`config.mk`:
```
export PLATFORM = sky130hd
export DESIGN_NAME = spi_xfer_arbiter_flat
export DESIGN_NICKNAME = d
export VERILOG_FILES = /design/src/rtl/spi_xfer_arbiter_if.sv /design/src/rtl/spi_xfer_arbiter.sv /design/src/flat_wrapper.sv
export SDC_FILE = /design/constraint.sdc
export NUM_CORES = 1
export LEC_CHECK = 0
export CAP_MARGIN = 25
export CELL_PAD_IN_SITES_DETAIL_PLACEMENT = 1
export CELL_PAD_IN_SITES_GLOBAL_PLACEMENT = 1
export CORE_MARGIN = 2
export CORE_UTILIZATION = 24
export CTS_CLUSTER_DIAMETER = 50
export CTS_CLUSTER_SIZE = 12
export DETAILED_ROUTE_END_ITERATION = 12
export GPL_ROUTABILITY_DRIVEN = 0
export PLACE_DENSITY_LB_ADDON = 0.3
export RECOVER_POWER = 100
export SETUP_SLACK_MARGIN = 0.15
export SYNTH_ARGS = -nofsm -noshare
export SYNTH_HDL_FRONTEND = slang
export SYNTH_SLANG_ARGS = --single-unit
export TNS_END_PERCENT = 1
```
`constraint.sdc`:
```
create_clock -name PCLK -period 2.3 [get_ports PCLK]
set_clock_uncertainty 0.05 [all_clocks]
set_input_delay 0.23 -clock PCLK [delete_from_list [all_inputs] [get_ports PCLK]]
set_output_delay 0.23 -clock PCLK [all_outputs]
set_load 0.02 [all_outputs]
```
`src/rtl/spi_xfer_arbiter_if.sv`:
```
// rtl/spi_xfer_arbiter_if.sv - APB bus between the SPI transfer arbiter and the APB-SPI bridge
interface spi_xfer_arbiter_if;
  logic [31:0] PADDR;
  logic        PSEL;
  logic        PENABLE;
  logic        PWRITE;
  logic [31:0] PWDATA;
  logic [31:0] PRDATA;
  logic        PREADY;

  modport master (
    output PADDR, PSEL, PENABLE, PWRITE, PWDATA,
    input  PRDATA, PREADY
  );

  modport slave (
    input  PADDR, PSEL, PENABLE, PWRITE, PWDATA,
    output PRDATA, PREADY
  );
endinterface

```
`src/rtl/spi_xfer_arbiter.sv`:
```
// rtl/spi_xfer_arbiter.sv - round-robin APB sequencer sharing one APB-SPI bridge (write, poll, read per job)
// Optional poll timeout: SPI_ARB_TIMEOUT_EN
module spi_xfer_arbiter #(
  parameter int NUM_REQ   = 4,
  parameter int DATA_W    = 16,
  parameter int POLL_GAP  = 4,
  parameter int MAX_POLLS = 1024
) (
  input  logic                      PCLK,
  input  logic                      PRESET,
  input  logic [NUM_REQ-1:0]        req,
  input  logic [NUM_REQ*DATA_W-1:0] req_data,
  output logic [NUM_REQ-1:0]        done,
  output logic [DATA_W-1:0]         rsp_data,
  output logic                      rsp_err,
  output logic                      busy,
  spi_xfer_arbiter_if.master        apb
);

  localparam int IDX_W = (NUM_REQ > 1) ? $clog2(NUM_REQ) : 1;
  localparam int GAP_W = $clog2(POLL_GAP + 1);

  typedef enum logic [3:0] {
    S_IDLE, S_WR_SETUP, S_WR_ACCESS, S_GAP, S_ST_SETUP,
    S_ST_ACCESS, S_RD_SETUP, S_RD_ACCESS, S_DONE
  } state_t;

  state_t             state_q, state_d;
  logic [IDX_W-1:0]   ptr_q, ptr_d;
  logic [IDX_W-1:0]   grant_q, grant_d;
  logic [DATA_W-1:0]  tx_q, tx_d;
  logic [DATA_W-1:0]  rsp_data_q, rsp_data_d;
  logic [GAP_W-1:0]   gap_q, gap_d;
  logic               found;
  logic [IDX_W-1:0]   gidx;
  logic [31:0]        paddr, pwdata;
  logic               psel, penable, pwrite;
  logic               unused_prdata;

`ifdef SPI_ARB_TIMEOUT_EN
  localparam int PC_W = $clog2(MAX_POLLS + 1);
  logic [PC_W-1:0] poll_q, poll_d;
  logic            rsp_err_q, rsp_err_d;
  assign rsp_err = rsp_err_q;
`else
  assign rsp_err = 1'b0;
`endif

  assign apb.PADDR   = paddr;
  assign apb.PSEL    = psel;
  assign apb.PENABLE = penable;
  assign apb.PWRITE  = pwrite;
  assign apb.PWDATA  = pwdata;
  assign rsp_data    = rsp_data_q;
  assign busy        = (state_q != S_IDLE);
  assign unused_prdata = ^apb.PRDATA;

  // First requester at or after the pointer, wrapping.
  always_comb begin
    int k;
    k     = 0;
    found = 1'b0;
    gidx  = '0;
    for (int i = 0; i < NUM_REQ; i++) begin
      k = int'(ptr_q) + i;
      if (k >= NUM_REQ) k = k - NUM_REQ;
      if (!found && req[k]) begin
        found = 1'b1;
        gidx  = IDX_W'(k);
      end
    end
  end

  always_comb begin
    state_d    = state_q;
    ptr_d      = ptr_q;
    grant_d    = grant_q;
    tx_d       = tx_q;
    rsp_data_d = rsp_data_q;
    gap_d      = gap_q;
`ifdef SPI_ARB_TIMEOUT_EN
    poll_d     = poll_q;
    rsp_err_d  = rsp_err_q;
`endif
    psel    = 1'b0;
    penable = 1'b0;
    pwrite  = 1'b0;
    paddr   = 32'h0;
    pwdata  = 32'h0;
    done    = '0;
    case (state_q)
      S_IDLE: begin
        if (found) begin
          grant_d = gidx;
          tx_d    = req_data[gidx*DATA_W +: DATA_W];
          ptr_d   = (gidx == IDX_W'(NUM_REQ - 1)) ? '0 : gidx + 1'b1;
`ifdef SPI_ARB_TIMEOUT_EN
          poll_d  = '0;
`endif
          state_d = S_WR_SETUP;
        end
      end
      S_WR_SETUP, S_WR_ACCESS: begin
        psel    = 1'b1;
        penable = (state_q == S_WR_ACCESS);
        pwrite  = 1'b1;
        pwdata  = 32'(tx_q);
        if (state_q == S_WR_SETUP) state_d = S_WR_ACCESS;
        else if (apb.PREADY) begin
          gap_d   = '0;
          state_d = S_GAP;
        end
      end
      S_GAP: begin
        if (gap_q == GAP_W'(POLL_GAP - 1)) state_d = S_ST_SETUP;
        else gap_d = gap_q + 1'b1;
      end
      S_ST_SETUP, S_ST_ACCESS: begin
        psel    = 1'b1;
        penable = (state_q == S_ST_ACCESS);
        paddr   = 32'h4;
        if (state_q == S_ST_SETUP) state_d = S_ST_ACCESS;
        else if (apb.PREADY) begin
          gap_d = '0;
`ifdef SPI_ARB_TIMEOUT_EN
          poll_d = poll_q + 1'b1;
          if (apb.PRDATA[0] && (poll_d == PC_W'(MAX_POLLS))) begin
            rsp_err_d  = 1'b1;
            rsp_data_d = '0;
            state_d    = S_DONE;
          end else
`endif
          if (apb.PRDATA[0]) state_d = S_GAP;
          else state_d = S_RD_SETUP;
        end
      end
      S_RD_SETUP, S_RD_ACCESS: begin
        psel    = 1'b1;
        penable = (state_q == S_RD_ACCESS);
        if (state_q == S_RD_SETUP) state_d = S_RD_ACCESS;
        else if (apb.PREADY) begin
          rsp_data_d = apb.PRDATA[DATA_W-1:0];
`ifdef SPI_ARB_TIMEOUT_EN
          rsp_err_d  = 1'b0;
`endif
          state_d    = S_DONE;
        end
      end
      S_DONE: begin
        done[grant_q] = 1'b1;
        state_d       = S_IDLE;
      end
      default: state_d = S_IDLE;
    endcase
  end

  always_ff @(posedge PCLK) begin
    if (PRESET) begin
      state_q    <= S_IDLE;
      ptr_q      <= '0;
      grant_q    <= '0;
      tx_q       <= '0;
      rsp_data_q <= '0;
      gap_q      <= '0;
`ifdef SPI_ARB_TIMEOUT_EN
      poll_q     <= '0;
      rsp_err_q  <= 1'b0;
`endif
    end else begin
      state_q    <= state_d;
      ptr_q      <= ptr_d;
      grant_q    <= grant_d;
      tx_q       <= tx_d;
      rsp_data_q <= rsp_data_d;
      gap_q      <= gap_d;
`ifdef SPI_ARB_TIMEOUT_EN
      poll_q     <= poll_d;
      rsp_err_q  <= rsp_err_d;
`endif
    end
  end

endmodule
```
`src/flat_wrapper.sv`:
```
// flat-port wrapper written by rule: the top's interface ports become plain ports
module spi_xfer_arbiter_flat 
#(
  parameter int NUM_REQ   = 4,
  parameter int DATA_W    = 16,
  parameter int POLL_GAP  = 4,
  parameter int MAX_POLLS = 1024
)
  (PCLK, PRESET, req, req_data, done, rsp_data, rsp_err, busy, apb_PADDR, apb_PSEL, apb_PENABLE, apb_PWRITE, apb_PWDATA, apb_PRDATA, apb_PREADY);
  spi_xfer_arbiter_if apb_i ();
  input  logic PCLK;
  input  logic PRESET;
  input  logic [NUM_REQ-1:0] req;
  input  logic [NUM_REQ*DATA_W-1:0] req_data;
  output logic [NUM_REQ-1:0] done;
  output logic [DATA_W-1:0] rsp_data;
  output logic rsp_err;
  output logic busy;
  output wire logic [$bits(apb_i.PADDR)-1:0] apb_PADDR;
  output wire logic [$bits(apb_i.PSEL)-1:0] apb_PSEL;
  output wire logic [$bits(apb_i.PENABLE)-1:0] apb_PENABLE;
  output wire logic [$bits(apb_i.PWRITE)-1:0] apb_PWRITE;
  output wire logic [$bits(apb_i.PWDATA)-1:0] apb_PWDATA;
  input wire logic [$bits(apb_i.PRDATA)-1:0] apb_PRDATA;
  input wire logic [$bits(apb_i.PREADY)-1:0] apb_PREADY;
  assign apb_PADDR = apb_i.PADDR;
  assign apb_PSEL = apb_i.PSEL;
  assign apb_PENABLE = apb_i.PENABLE;
  assign apb_PWRITE = apb_i.PWRITE;
  assign apb_PWDATA = apb_i.PWDATA;
  assign apb_i.PRDATA = apb_PRDATA;
  assign apb_i.PREADY = apb_PREADY;
  spi_xfer_arbiter #(.NUM_REQ(NUM_REQ), .DATA_W(DATA_W), .POLL_GAP(POLL_GAP), .MAX_POLLS(MAX_POLLS)) u_core (.PCLK(PCLK), .PRESET(PRESET), .req(req), .req_data(req_data), .done(done), .rsp_data(rsp_data), .rsp_err(rsp_err), .busy(busy), .apb(apb_i));
endmodule
```
=== Word level (Yosys, flattened, before mapping) ===
Cells that the tools add are included.
Widths: inputs -> output; s select.

* Add/sub/neg operators: 9
* $lt $le $gt $ge: 10
* Equality and inequality tests: 18
* Shift-type cells: 1
* Multiplexer cells: 48
* Bitwise gates (word level): 1
* Reduce and logical (&&, ||, !) cells: 18

{| class="wikitable"
|+ Operators by type and width
! operator !! count
|-
| $lt 32x4->1 const B || 4
|-
| $mux 32 || 4
|-
| $ge 32x4->1 const B || 3
|-
| $sub 32x4->32 const B || 3
|-
| $shiftx 64x7->16 || 1
|-
| $mux 4 || 9
|-
| $pmux 4 s5 || 1
|-
| $mux 3 || 6
|-
| $eq 4x3->1 const B || 4
|-
| $mux 16 || 1
|-
| $mux 1 || 15
|-
| $mux 2 || 5
|-
| $ne 3x2->1 const B || 3
|-
| $pmux 3 s3 || 1
|-
| $bmux 1 s2 || 4
|-
| $eq 4x2->1 const B || 2
|-
| $add 2x2->3 const B || 2
|-
| $ne 2x2->1 const B || 3
|-
| $reduce_or 2->1 || 3
|-
| $reduce_or 6->1 || 1
|-
| $reduce_and 5->1 || 1
|-
| $eq 4x1->1 const B || 1
|-
| $eq 4x4->1 const B || 1
|-
| $logic_and 1x1->1 || 4
|-
| other kinds (20) || 23
|}

* Bits in registers: 43
* Input bits: 103
* Output and inout port bits: 89
* Word-level logic and storage cells: 111

=== Longest topological paths before layout ===
Gate-level depths: netlist (run 1).

* Word-level depth: 17
* Depth in mapped cells: 8
* Depth with buffers taken out: 7

=== Least setup slack after synthesis (run 1) ===
Ideal clock, no wire load.

* Path type: register -> register
* Start point: register u_core.state_q[2]
* End point: register u_core.tx_q[3]
* Library setup time: 0.079 ns
* Arrival: 1.928 ns
* Required time: 2.171 ns
* Path slack: 0.243 ns
* Stages on the path, launching flop included: 8
* Path buffers: 4
* Period minus slack after synthesis: 2.057 ns
* Cells stage by stage: dfxtp_1 > buf_6 > or4_1 > buf_2 > or4_4 > buf_6 > buf_8 > o221ai_2

* Word-level cells in the longest chain between the ends: 2

{| class="wikitable"
|+ Ends and longest elaborated chain
! element !! line !! source
|-
| start, declared || spi_xfer_arbiter.sv:28 || <nowiki>state_t state_q, state_d;</nowiki>
|-
| start signal, assigned || spi_xfer_arbiter.sv:170 || <nowiki>state_q <= state_d;</nowiki>
|-
| $logic_not 4->1 || spi_xfer_arbiter.sv:91 || <nowiki>case (state_q)</nowiki>
|-
| $reduce_and 2->1 (no source line) || n/a ||
|-
| end signal, assigned || spi_xfer_arbiter.sv:173 || <nowiki>tx_q <= tx_d;</nowiki>
|-
| end, declared || spi_xfer_arbiter.sv:31 || <nowiki>logic [DATA_W-1:0] tx_q, tx_d;</nowiki>
|}

Every way passes these cells.
A chain may end at the register's enable or synchronous reset.

=== Worst setup path in the final report (run 1) ===
* Start point: register u_core.state_q[3]
* End point: output port done[3]

* Word-level cells in the longest chain between the ends: 2

{| class="wikitable"
|+ Ends and longest elaborated chain
! element !! line !! source
|-
| $eq 4x4->1 || spi_xfer_arbiter.sv:91 ||
|-
| $mux 4 || spi_xfer_arbiter.sv:91 ||
|-
| end, declared || flat_wrapper.sv:15 || <nowiki>output logic [NUM_REQ-1:0] done;</nowiki>
|}

Every way passes these cells.

==> impl_metrics.tcl, run 1 <==
set metrics [dict create \
    outcome "completed" \
    slew_headroom_pct 58.1 \
    filler_cell_count 1395 \
    power.density_nw_per_um2 906 \
    via_count_of_the_routed_design 2616 \
    route.antenna.remaining_nets 0 \
    setup-tns-final_ns 0 \
    worst_ir_drop_vdd_mv 0.286 \
    path_clk_slew_ns 0.06 \
    max_cap_violations 0 \
    synth_commonest_cells "sky130_fd_sc_hd__nand2_1, sky130_fd_sc_hd__buf_4, sky130_fd_sc_hd__dfxtp_1, sky130_fd_sc_hd__mux2i_1, sky130_fd_sc_hd__a21oi_1" \
    clockBufferDepth 2 \
    cts_tree "yes" \
    synth-main-ff-cell "sky130_fd_sc_hd__dfxtp_1" \
    share_comb_of_total_power_pct 49.8 \
    post-dp-hpwl_mm 6.32 \
    cts.htree.levels 2 \
    maximum_number_of_pins_on_one_net_before_global_route_repair 26 \
    period_needed_ns 2.14 \
    power.leakage_nw 1.82 \
    dpl-instance-area_um2 4100 \
    dieHeight_um 111 \
    drt_first_iter_violations 63 \
    critical_path_end_type "primary output" \
    drt_first_pass_iters 4 \
    setup_violations 0 \
    final_layout_size_suffix_gt1_share_pct 7.59 \
    setup.worst_path.start "u_core.state_q[3]$_SDFFE_PP0P_" \
    ctsHoldBuffers 0 \
    synth_cells 332 \
    start_util_pct 24.4 \
    yosysTopAreaCellShare_pct 31.2 \
    cp.required_ns 2.02 \
    num_antenna_cells 0 \
    power_frac_clock_pct 21.8 \
    reg2reg_slack_ns 0.25 \
    tritoncts_num_sinks 43 \
    synthesis.yosys.warnings 0 \
    hold_viol_final 0 \
    critical_path_arrival_ns 1.86 \
    wirelength_mm 8.08 \
    power_switching_share_pct 37.9 \
    area.sequential_um2 863 \
    via_count_normalized_by_instance_count 4.33 \
    number_of_storage_elements_in_the_synthesis_netlist 43 \
    crit_start_category "flop" \
    floorplan.die.width_um 111 \
    first_global_vias 2778 \
    cts_buffers 5 \
    clk-insertion-delay-late_ns 0.28 \
    synth_top_cell_by_area "sky130_fd_sc_hd__dfxtp_1" \
    grt_pass1_wl_mm 13.2 \
    synth_cell_area_um2 2760 \
    nets 565 \
    synth-edff-count 0 \
    wl_per_cell_um 13.4 \
    power_switching_mw 1.45 \
    antenna_found_initial 0 \
    rsz0062_at_grt "true" \
    rr_startpoint "u_core.state_q[2]$_SDFFE_PP0P_" \
    max_clock_freq_mhz 468 \
    timing_worst_setup_path_type "flop to primary output" \
    post-route-period-util_pct 92.9 \
    clock_root_cell "sky130_fd_sc_hd__clkbuf_16" \
    synth_most_common_cell "sky130_fd_sc_hd__nand2_1" \
    timing_worst_slew_pin_value_ns 0.628 \
    die-area_um2 12400 \
    final_max_slew_viol_count 0 \
    syn2layout_area_growth_pct 53.2 \
    p_seq_share_pct 28.4 \
    hold_class "flop to flop" \
    timing.critical_path.fanout_max 7 \
    syn_avg_cell_area_um2 8.31 \
    ys_top_cells_by_area "sky130_fd_sc_hd__dfxtp_1, sky130_fd_sc_hd__buf_4, sky130_fd_sc_hd__mux2i_1" \
    row_count 39 \
    min_from "u_core.tx_q[15]$_SDFFE_PP0P_" \
    io-pin-count 192 \
    multiInputGateArea_um2 1590 \
    yosys.cell_types.count 40 \
    postCtsSetupBuffers 0 \
    post_route_cell_area_um2 4220 \
    post-route-drc-count 0 \
    internal-power_mw 2.38 \
    synth_seq_area_share_pct 31.2 \
    async_flop_share_pct 0 \
    floorplan.core_area_um2 11300 \
    grt_overflow_total 0 \
    globalRouteTotalUtil_pct 12.8 \
    portBuffers 127 \
]
[power groups by stage]
stage | Clock (mW) | Sequential (mW) | Combinational (mW)
6_report | 0.836 | 1.09 | 1.91
5_1_grt | 0.893 | 1.12 | 2.09
4_1_cts | 0.870 | 1.08 | 2.02
3_5_place_dp | 0 | 1.09 | 2.09
3_3_place_gp | 0 | 1.08 | 2.05
2_1_floorplan | 0 | 1.03 | 1.33
[what timing repair did]
action / in CTS / in global routing
endpoints found under the hold margin: 0 / 0
resized for setup: 23 / 3
endpoints found under the setup margin: 23 / 37
[cell families after synthesis]
kind of cell	Yosys count	synth area share, %
AOI/OAI and AO/OA	51	14.6
xor gates and xnor gates	1	0.318
adders and majority gates	2	0.907
buffers and inverters	73	17.6
DFF	43	31.2
muxes	35	12.7
other	1	0.136
and+or+nand+nor	126	22.5
[state kept, by name, indices dropped and copies added (netlist names)]
| signal | cells |
|---|---|
| u_core.rsp_data | 16 |
| u_core.tx_q | 16 |
| u_core.state_q | 4 |
| u_core.gap_q | 3 |
| u_core.grant_q | 2 |
| u_core.ptr_q | 2 |
[worst paths after layout]
path | to | depth (start not counted)
worst min-delay path | u_core.tx_q[15]$_SDFFE_PP0P_ | 2
worst max register to register | u_core.tx_q[0]$_SDFFE_PP0P_ | 7
worst max-delay path | done[3] | 3
worst min register to register | u_core.tx_q[15]$_SDFFE_PP0P_ | 2
[per-stage QoR]
step | setup WS [ns] | hold slack (ns) | instances | total power [mW] | utilization [%]
final | 0.163 | 0.407 | 604 | 3.83 | 37.3
after global routing | 0.0579 | 0.435 | 604 | 4.10 | 37.3
after CTS | 0.154 | 0.406 | 604 | 3.97 | 37.6
after detailed placement | -0.0685 | 0.388 | 596 | 3.18 | 36.2
after global placement | -0.0236 | 0.388 | 596 | 3.13 | 36.2
after floorplan | 0.243 | 0.316 | 379 | 2.36 | -
[worst max-delay path, stage by stage (launching register included)]
cell and delay, ns:
sky130_fd_sc_hd__dfxtp_1 0.43, sky130_fd_sc_hd__nor4b_4 0.28, sky130_fd_sc_hd__and3_1 0.19, sky130_fd_sc_hd__dlygate4sd3_1 0.67
[area by class of cell]
type / count / area share, %
multi-input combinational: 263 / 37.5
tap: 143 / 4.24
clock inverter: 2 / 0.829
clock buffer: 6 / 3.29
timing repair buffer: 144 / 33.4
inverter: 3 / 0.267
sequential: 43 / 20.4
[per-layer routing]
layer / track usage, % / vias to the layer above / part of all wire [%]
met4: 3.21 / 0 / 0.94
met3: 4.05 / 7 / 8.2
met5: 0 / - / 0
met2: 24.3 / 96 / 50
met1: 13.8 / 1213 / 40
li1: - / 1300 / -
[placed cells by master (no fill, tap or decap), types with 2 or more instances in the layout]
cell                              instances
sky130_fd_sc_hd__clkdlybuf4s50_1         87
sky130_fd_sc_hd__nand2_1                 58
sky130_fd_sc_hd__conb_1                  48
sky130_fd_sc_hd__dfxtp_1                 41
sky130_fd_sc_hd__mux2i_1                 35
sky130_fd_sc_hd__a21oi_1                 25
sky130_fd_sc_hd__dlygate4sd3_1           20
sky130_fd_sc_hd__dlygate4sd2_1           20
sky130_fd_sc_hd__nor2_1                  18
sky130_fd_sc_hd__and2_1                  13
sky130_fd_sc_hd__o221ai_1                13
sky130_fd_sc_hd__buf_4                   12
sky130_fd_sc_hd__nor2b_1                  5
sky130_fd_sc_hd__clkbuf_16                5
sky130_fd_sc_hd__and2_0                   4
sky130_fd_sc_hd__nor3_1                   4
sky130_fd_sc_hd__or3_1                    4
sky130_fd_sc_hd__nor3b_1                  3
sky130_fd_sc_hd__inv_1                    3
sky130_fd_sc_hd__o221ai_2                 3
sky130_fd_sc_hd__o21ai_0                  3
sky130_fd_sc_hd__buf_12                   3
sky130_fd_sc_hd__or4_1                    2
sky130_fd_sc_hd__and3b_1                  2
sky130_fd_sc_hd__nor4_1                   2
sky130_fd_sc_hd__ha_1                     2
sky130_fd_sc_hd__dfxtp_2                  2
No activity file was read; power rests on OpenSTA's default activity.
==> run 2: changes to the inputs <==
--- a/config.mk
+++ b/config.mk
@@ -8,6 +8,7 @@
 export CAP_MARGIN = 25
 export CELL_PAD_IN_SITES_DETAIL_PLACEMENT = 1
 export CELL_PAD_IN_SITES_GLOBAL_PLACEMENT = 1
+export CORE_ASPECT_RATIO = 1.25
 export CORE_MARGIN = 2
 export CORE_UTILIZATION = 24
 export CTS_CLUSTER_DIAMETER = 50
@@ -17,6 +18,7 @@
 export PLACE_DENSITY_LB_ADDON = 0.3
 export RECOVER_POWER = 100
 export SETUP_SLACK_MARGIN = 0.15
+export SLEW_MARGIN = 10
 export SYNTH_ARGS = -nofsm -noshare
 export SYNTH_HDL_FRONTEND = slang
 export SYNTH_SLANG_ARGS = --single-unit
==> run 2 against run 1 <==
  * Count of clock-buffer cells in the layout is 1 lower
  * Fmax is 0.94% lower
  * Sequential cell count stayed put
  * Sequential power hardly changed
  * Routed wire length is 0.75% higher
  * First-iteration DRC count is 62% lower
  * Core utilization is 0.088 points higher
  * Die area hardly changed
  * Via count is 1.3% higher
  * Clock power is 14% lower
  * Global-route usage is 0.21 points higher
  * Largest cell class unchanged
  * Largest power group unchanged
==> impl_metrics.tcl, run 2 (synthesized netlist as in run 1, its figures left out) <==
set metrics [dict create \
    power.density_nw_per_um2 891 \
    drt_first_pass_iters 4 \
    first_global_vias 2705 \
    timing.critical_path.fanout_max 17 \
    sequence_of_cells_on_the_critical_path "xor2_1, nor3b_4, buf_12, and2_1, dlygate4sd2_1" \
    die-area_um2 12400 \
    globalRouteTotalUtil_pct 13.1 \
    fin_total_pwr_mw 3.71 \
    critical_path_arrival_ns 1.88 \
    timing_worst_setup_path_type "flop to primary output" \
    cts_buffers 5 \
    crit_slowest_cell "sky130_fd_sc_hd__dfxtp_1" \
    num_antenna_cells 0 \
    post-dp-hpwl_mm 6.61 \
    top_layer "met4" \
    max_clock_freq_mhz 464 \
    maximum_number_of_pins_on_one_net_before_global_route_repair 30 \
    cp.required_ns 2.02 \
    m1WireLength_mm 3.02 \
    post-route-period-util_pct 93.8 \
    tritoncts_num_sinks 43 \
    final_layout_size_suffix_gt1_share_pct 6.99 \
    via_count_normalized_by_instance_count 4.47 \
    rsz0062_at_grt "true" \
    crit_start_category "flop" \
    wl_per_cell_um 13.7 \
    min_from "u_core.rsp_data[13]$_SDFFE_PP0P_" \
    route.antenna.remaining_nets 0 \
    drt_first_iter_violations 24 \
    cts.htree.levels 2 \
    worstHoldEndpoint "u_core.rsp_data[13]$_SDFFE_PP0P_" \
    slew_headroom_pct 57.0 \
    period_needed_ns 2.16 \
    clock_root_cell "sky130_fd_sc_hd__clkbuf_16" \
    outcome "completed" \
    reg2reg_slack_ns 0.21 \
    post_layout_nonfiller_instances 593 \
    hold_viol_final 0 \
    wirelength_mm 8.14 \
    dp_cells 585 \
    path_clk_slew_ns 0.07 \
    grt_overflow_total 0 \
    setup_violations 0 \
    final_max_slew_viol_count 0 \
    timing_worst_slew_pin_value_ns 0.645 \
    setup-tns-final_ns 0 \
    floorplan.die.width_um 99.9 \
    io-pin-count 192 \
    critical_path_end_type "primary output" \
    rr_startpoint "u_core.state_q[2]$_SDFFE_PP0P_" \
    max_cap_violations 0 \
    power.leakage_nw 1.79 \
    final_critical_path_setup_slack_ns 0.143 \
    worst_ir_drop_vdd_mv 0.466 \
    hold_class "flop to flop" \
    portBuffers 127 \
    route.met2.wl_mm 4.41 \
    postCtsSetupBuffers 0 \
    clk-insertion-delay-late_ns 0.29 \
    critical_register_to_register_path_endpoint "u_core.tx_q[13]$_SDFFE_PP0P_" \
    crit_path_max_incr_delay_ns 0.41 \
    cts_tree "yes" \
    mostFrequentLayoutCell "sky130_fd_sc_hd__clkdlybuf4s50_1" \
    dieHeight_um 124 \
    antenna_found_initial 0 \
    hold-path-cell-count 2 \
    worst_r2r_path_depth 7 \
    post-route-drc-count 0 \
    floorplan.core_area_um2 11100 \
    nets 562 \
    via_count_of_the_routed_design 2649 \
    start_util_pct 24.8 \
    row_count 43 \
    layout_common_cells "sky130_fd_sc_hd__clkdlybuf4s50_1, sky130_fd_sc_hd__nand2_1, sky130_fd_sc_hd__conb_1, sky130_fd_sc_hd__dfxtp_1, sky130_fd_sc_hd__mux2i_1" \
    dp_worst_setup_slack_ns 0.0714 \
    clockBufferDepth 2 \
    syn2layout_area_growth_pct 51.0 \
    length_of_routed_met3_wiring_um 631 \
    grt_pass1_wl_mm 13.0 \
]
==> run 2: cell types whose count changed in the layout (fill, tap and decap cells not counted), sizes merged <==
cell,before,now
buf,16,12
bufinv,1,0
clkdlybuf4s15,0,1
clkdlybuf4s50,87,86
clkinv,1,0
clkinvlp,0,2
dlygate4sd2,20,22
dlygate4sd3,20,18
inv,3,4
==> run 2: routing by layer <==
metal  vias up  track usage (%)
met5         -                0
met4         0             3.85
met1      1242             13.6
li1       1298                -
met2       104             25.0
met3         5             3.98
==> run 2: what timing repair did <==
action / 4_1_cts / 5_1_grt
endpoints found under the setup margin: 31 / 34
hold buffers: 0 / 0
gates resized for setup: 38 / 1
==> run 2: how the worst max path moves through the flow <==
stage	startpoint	to	slack [ns]	depth (start not counted)
after global routing	u_core.state_q[0]$_SDFFE_PP0P_	apb_PWDATA[4]	0.04	5
after CTS	u_core.state_q[1]$_SDFFE_PP0P_	apb_PWDATA[12]	0.14	5
after floorplan	u_core.state_q[2]$_SDFFE_PP0P_	u_core.tx_q[3]$_SDFFE_PP0P_	0.24	7
after global placement	u_core.state_q[1]$_SDFFE_PP0P_	apb_PWDATA[14]	0.11	5
after detailed placement	req[3]	u_core.tx_q[2]$_SDFFE_PP0P_	0.07	7
final	u_core.state_q[0]$_SDFFE_PP0P_	apb_PWDATA[14]	0.14	5
==> run 2: power by group <==
part / internal [mW] / total (mW) / switching (mW)
Clock: 0.406 / 0.722 / 0.316
Sequential: 0.938 / 1.08 / 0.143
Combinational: 0.906 / 1.91 / 1.00
Total: 2.25 / 3.71 / 1.46
==> run 2: final cells by class <==
class / count / area, um^2
clock buffer: 5 / 125
clock inverter: 3 / 23.8
fill: 1348 / 6970
inverter: 3 / 11.3
multi-input combinational: 263 / 1580
sequential: 43 / 862
tap: 135 / 169
timing repair buffer: 141 / 1390
==> run 2: worst max-delay path, delay by kind of cell (launching register included) <==
kind / cells / cell delay [ns]
DFF: 1 / 0.41
buffers and inverters: 2 / 0.50
and+or+nand+nor: 2 / 0.44
xor gates and xnor gates: 1 / 0.24
==> run 2: metrics by stage <==
stage	instance area (um^2)	util, %	hold WS [ns]
6_report	4170	37.4	0.404
3_3_place_gp	4080	36.6	0.389
5_1_grt	4170	37.4	0.423
2_1_floorplan	2930	-	0.316
4_1_cts	4230	38.0	0.415
3_5_place_dp	4080	36.6	0.397
